## src/rtl/packet_scheduler_pkg.sv

```systemverilog
// packet_scheduler_pkg: shared state encoding and command codes for the packet scheduler.
package packet_scheduler_pkg;
    typedef enum logic [1:0] {IDLE, START, SEND, GAP} state_t;
    localparam logic [2:0] CMD_OFF   = 3'd0;
    localparam logic [2:0] CMD_LOW   = 3'd1;
    localparam logic [2:0] CMD_MED   = 3'd2;
    localparam logic [2:0] CMD_HIGH  = 3'd3;
    localparam logic [2:0] CMD_LIGHT = 3'd4;
    localparam logic [2:0] CMD_MAX   = 3'd4;
    function automatic logic cmd_legal(input logic [2:0] c);
        return c <= CMD_MAX;
    endfunction
endpackage

```

## src/rtl/packet_scheduler_interval.sv

```systemverilog
// interval_timer: loadable down-counter with zero flag; load wins over decrement.
module interval_timer #(
    parameter int CTR_WIDTH = 17
) (
    input  logic                 ref_clk,
    input  logic                 reset,
    input  logic                 load,
    input  logic [CTR_WIDTH-1:0] load_value,
    input  logic                 dec,
    output logic [CTR_WIDTH-1:0] count,
    output logic                 zero
);
    assign zero = count == '0;
    always_ff @(posedge ref_clk)
        if (reset) count <= '0;
        else if (load) count <= load_value;
        else if (dec && !zero) count <= count - 1'b1;
endmodule

```

## src/rtl/packet_scheduler.sv

```systemverilog
// packet_scheduler: repeats each accepted command as REPEATS packets separated by gaps.
// Define PKT_SCHED_HOLD_EN to add a one-entry hold register for a request arriving while busy.
module packet_scheduler
    import packet_scheduler_pkg::*;
#(
    parameter int PKT_CYCLES = 85917,
    parameter int GAP_CYCLES = 22030,
    parameter int REPEATS    = 4,
    parameter int CTR_WIDTH  = 17
) (
    input  logic       ref_clk,
    input  logic       reset,
    input  logic       req_valid,
    input  logic [2:0] req_cmd,
    output logic       req_ready,
    output logic       start,
    output logic [2:0] cmd,
    output logic       busy,
    output logic       done,
    output logic       cmd_err
);
    localparam logic [CTR_WIDTH-1:0] PKT_LOAD = CTR_WIDTH'(PKT_CYCLES - 1);
    localparam logic [CTR_WIDTH-1:0] GAP_LOAD = CTR_WIDTH'(GAP_CYCLES - 1);
    state_t state, next_state;
    logic [3:0] rep;
    logic [CTR_WIDTH-1:0] count, load_value;
    logic load, dec, zero, legal, accept, last, done_d, busy_d, final_end;
    logic hold_valid;
    logic [2:0] hold_cmd;
    assign legal = cmd_legal(req_cmd);
    assign accept = req_valid && req_ready;
    assign last = rep == 4'(REPEATS - 1);
    assign final_end = state == SEND && zero && last;
    // done is registered, so it is raised one cycle ahead of the last SEND count reaching zero
    assign done_d = last && (state == START ? PKT_CYCLES == 1 : state == SEND && count == CTR_WIDTH'(1));
    assign busy_d = next_state != IDLE && !(done_d && !hold_valid);
`ifdef PKT_SCHED_HOLD_EN
    // refuse requests in cycles where a pulse or a hold handoff is already due
    assign req_ready = state == IDLE || (!hold_valid && !done_d && !final_end && !(state == GAP && zero));
    always_ff @(posedge ref_clk)
        if (reset) begin
            hold_valid <= 1'b0;
            hold_cmd <= CMD_OFF;
        end else if (accept && legal && state != IDLE) begin
            hold_valid <= 1'b1;
            hold_cmd <= req_cmd;
        end else if (final_end) hold_valid <= 1'b0;
`else
    assign req_ready = state == IDLE;
    assign hold_valid = 1'b0;
    assign hold_cmd = CMD_OFF;
`endif
    interval_timer #(.CTR_WIDTH(CTR_WIDTH)) u_timer (
        .ref_clk(ref_clk),
        .reset(reset),
        .load(load),
        .load_value(load_value),
        .dec(dec),
        .count(count),
        .zero(zero)
    );
    always_comb begin
        next_state = state;
        load = 1'b0;
        load_value = PKT_LOAD;
        dec = 1'b0;
        case (state)
            IDLE: if (accept && legal) next_state = START;
            START: begin
                load = 1'b1;
                next_state = SEND;
            end
            SEND: begin
                dec = 1'b1;
                if (zero && !last) begin
                    load = 1'b1;
                    load_value = GAP_LOAD;
                    next_state = GAP;
                end else if (zero) next_state = hold_valid ? START : IDLE;
            end
            GAP: begin
                dec = 1'b1;
                if (zero) next_state = START;
            end
            default: next_state = IDLE;
        endcase
    end
    always_ff @(posedge ref_clk)
        if (reset) begin
            state <= IDLE;
            rep <= '0;
            cmd <= CMD_OFF;
            start <= 1'b0;
            done <= 1'b0;
            busy <= 1'b0;
            cmd_err <= 1'b0;
        end else begin
            state <= next_state;
            start <= next_state == START;
            done <= done_d;
            busy <= busy_d;
            cmd_err <= accept && !legal;
            if (state == IDLE && accept && legal) cmd <= req_cmd;
            else if (final_end && hold_valid) cmd <= hold_cmd;
            if (next_state == START && state != GAP) rep <= '0;
            else if (state == GAP && zero) rep <= rep + 4'd1;
        end
endmodule

```

## config.mk

```make
export PLATFORM = sky130hd
export DESIGN_NAME = packet_scheduler
export DESIGN_NICKNAME = d
export VERILOG_FILES = /design/src/rtl/packet_scheduler_pkg.sv /design/src/rtl/packet_scheduler_interval.sv /design/src/rtl/packet_scheduler.sv
export SDC_FILE = /design/constraint.sdc
export NUM_CORES = 1
export LEC_CHECK = 0
export ABC_AREA = 1
export CAP_MARGIN = 20
export CELL_PAD_IN_SITES_DETAIL_PLACEMENT = 0
export CELL_PAD_IN_SITES_GLOBAL_PLACEMENT = 2
export CORE_ASPECT_RATIO = 0.5
export CORE_MARGIN = 4
export CORE_UTILIZATION = 34
export CTS_CLUSTER_SIZE = 14
export DETAILED_ROUTE_END_ITERATION = 7
export PLACE_DENSITY_LB_ADDON = 0.05
export SYNTH_ARGS = -nofsm -noshare
export SYNTH_HDL_FRONTEND = slang
export SYNTH_SLANG_ARGS = --single-unit
```

## constraint.sdc

```tcl
create_clock -name ref_clk -period 2.6 [get_ports ref_clk]
set_clock_uncertainty 0.1 [all_clocks]
set_input_delay 0.78 -clock ref_clk [delete_from_list [all_inputs] [get_ports ref_clk]]
set_output_delay 0.78 -clock ref_clk [all_outputs]
set_load 0.05 [all_outputs]
```

==> results of run 1 <==
## flip-flops by register name (all words and copies together) (netlist names)
signal,count
busy,1
cmd,3
cmd_err,1
done,1
rep,4
start,1
state,2
u_timer.count,17
## routing by layer
layer,wire (um),global-route usage
met1,2290,0.202
met2,1790,0.235
met3,123,0.0427
met4,46,0.0480
met5,0,0
## per-stage QoR
stage                     hold WS, ns   util
after floorplan                 0.340      -
after global placement          0.352  0.397
after detailed placement        0.354  0.397
after CTS                       0.363  0.419
after global routing            0.405  0.419
final                           0.361  0.419
## cell families after synthesis
| family | after synthesis | synth area share |
|---|---|---|
| AO/OA/AOI/OAI | 31 | 0.0948 |
| XOR/XNOR | 9 | 0.0453 |
| flip-flops | 30 | 0.345 |
| buffers and inverters | 37 | 0.0841 |
| adder cells (fa/ha/maj) | 8 | 0.0575 |
| AND/OR/NAND/NOR | 142 | 0.374 |
## cell usage in the layout, fill, tap and decap left out, drive strengths merged, types with 3 or more instances in the layout
cell	instances
nand2	61
nor2	49
inv	35
dfxtp	30
nand3	22
o21ai	17
clkdlybuf4s50	12
a21oi	10
ha	8
clkbuf	8
xor2	5
nor3	5
xnor2	4
a31oi	3
buf	3
nand4	3
## final timing paths
| check | from | endpoint | slack, ns | cells past startpoint |
|---|---|---|---|---|
| max reg2reg | state[0]$_SDFF_PP0_ | u_timer.count[7]$_SDFFE_PP0P_ | 0.62 | 11 |
| max | busy$_SDFF_PP0_ | busy | 0.30 | 1 |
| min reg2reg | u_timer.count[1]$_SDFFE_PP0P_ | u_timer.count[1]$_SDFFE_PP0P_ | 0.36 | 2 |
| min | u_timer.count[1]$_SDFFE_PP0P_ | u_timer.count[1]$_SDFFE_PP0P_ | 0.36 | 2 |
## final cells by class
cell class,instances,area [um^2],area share
inverter,35,131,0.0636
multi-input combinational,190,995,0.481
clock buffer,8,110,0.0533
timing repair buffer,15,143,0.0690
tap,70,87.6,0.0424
sequential,30,601,0.291
==> impl_metrics.csv, run 1 <==
group,metric,value,unit
floorplanning,pin_count,14,
placement,hpwl,3.32,mm
worst_setup_path,worstPathMaxFanout,1,
floorplanning,dieArea,6400,um^2
synthesis,syn_nets,271,
clocking,numCtsBuffers,5,
worst_setup_path,critPathLaunchType,"flop",
clocking,cts.path.max_buffers,2,
synthesis,ys_warn_count,0,
finish,design_area,2070,um^2
synthesis,async_flop_share,0,
global_route,grt_pass1_wl,7.28,mm
synthesis,ys_ff_latch,30,
worst_setup_path,critical_path.slowest_cell,"clkdlybuf4s50_1",
worst_setup_path,crit_family,"buffers and inverters",
route,vias_per_cell,4.57,
clocking,ctsResizeCount,0,
synthesis,ys.flop_type,"dfxtp_1",
route,vias,1592,
global_route,grtUsageTotal,0.150,
run_status,status,"complete, no violations",
timing,rsz0062_at_grt,"no",
global_route,grt_start_max_net_pins,16,
finish,drive_gt1_frac,0.112,
route,dr.pass1.iters,4,
worst_setup_path,worstSetupPathType,"reg -> out",
placement,io_buffers,13,
synthesis,netlist_instances,257,
clocking,hold_buffers,0,
worst_setup_path,cp_slowest_stage_delay,0.80,ns
global_route,first_global_vias,1558,
clocking,worstSkewPairLatency,0.28,ns
synthesis,yosysMostFrequentCell,"nand2_1",
synthesis,yosys-top-cells-area,"dfxtp_1 34%, nand2_1 12%, nor2_1 9.5%",
finish,area_delta_synth_final,18.7,%
finish,fill_cells,522,
clocking,cts_tree,"done",
synthesis,syn_area,1740,um^2
synthesis,yosys-top-cells-count,"54 x nand2_1, 44 x nor2_1, 32 x inv_1, 30 x dfxtp_1, 21 x nand3_1",
worst_setup_path,path_buf_inv,1,
placement,gp_congestion,0.780,
timing,max_freq,0.434,GHz
timing,tightest_slew,0.496,ns
clocking,cts.sinks,30,
floorplanning,core_area,4930,um^2
route,drt_wl_total,4.25,mm
finish,nNetsFinal,291,
synthesis,yosysTopAreaCellShare,0.345,
synthesis,synth_edf_count,0,
finish,fin_cells,348,
timing,relSlewSlack,0.668,
synthesis,avgSynthCellArea,6.78,um^2
route,drt_iter0_drc,36,
timing,fin_tns_setup,0,ns
clocking,post-cts-setup-buffers,0,
global_route,grt-ovfl-total,0,
placement,dp.cells,340,
clocking,cts.htree.levels,2,
worst_hold_path,holdCritPathClass,"reg -> reg",
timing,hold_violations,0,
worst_setup_path,critPathArrivalTime,1.42,ns
route,drc_errors,0,
timing,fin_crit_sh,0.887,
synthesis,yosysSeqAreaShare,0.345,
finish,diodes,0,
route,antenna_left,0,
worst_setup_path,crit_chain,"clkdlybuf4s50_1",
worst_setup_path,worst_setup_path_end_kind,"output port",
worst_setup_path,crit_required,1.72,ns
floorplanning,die_h,58.6,um
timing,min_period,2.30,ns
clocking,ctsRootBufferMaster,"clkbuf_8",
timing,slew_violations,0,
global_route,antenna_found_initial,0,
floorplanning,start_util,0.353,
placement,post_dp_cell_area,1960,um^2
synthesis,synth.distinct_cells,28,
placement,dp_slack,0.282,ns
floorplanning,num_rows,18,
run,cap_violations,0,
timing,finalWorstSetupSlack,0.295,ns
route,detail_route.wl_per_cell,12.2,um
clocking,clk_pin_slew,0.07,ns
floorplanning,dieWidth,109,um
synthesis,synth_top_area_cell,"dfxtp_1",
timing,setup_violations,0,
Power of run 1 is not shown: default switching activity piles up to over one toggle a cycle in this logic, so the estimate is an artifact.
==> inputs of run 2 (changes only) <==
--- a/config.mk
+++ b/config.mk
@@ -12,7 +12,6 @@
 export CORE_ASPECT_RATIO = 0.5
 export CORE_MARGIN = 4
 export CORE_UTILIZATION = 34
-export CTS_CLUSTER_SIZE = 14
 export DETAILED_ROUTE_END_ITERATION = 7
 export PLACE_DENSITY_LB_ADDON = 0.05
 export SYNTH_ARGS = -nofsm -noshare
==> results of run 2 <==
The final DEF is identical to that of run 1; final timing and power are the same.
Power of run 2 is left out for the same reason.
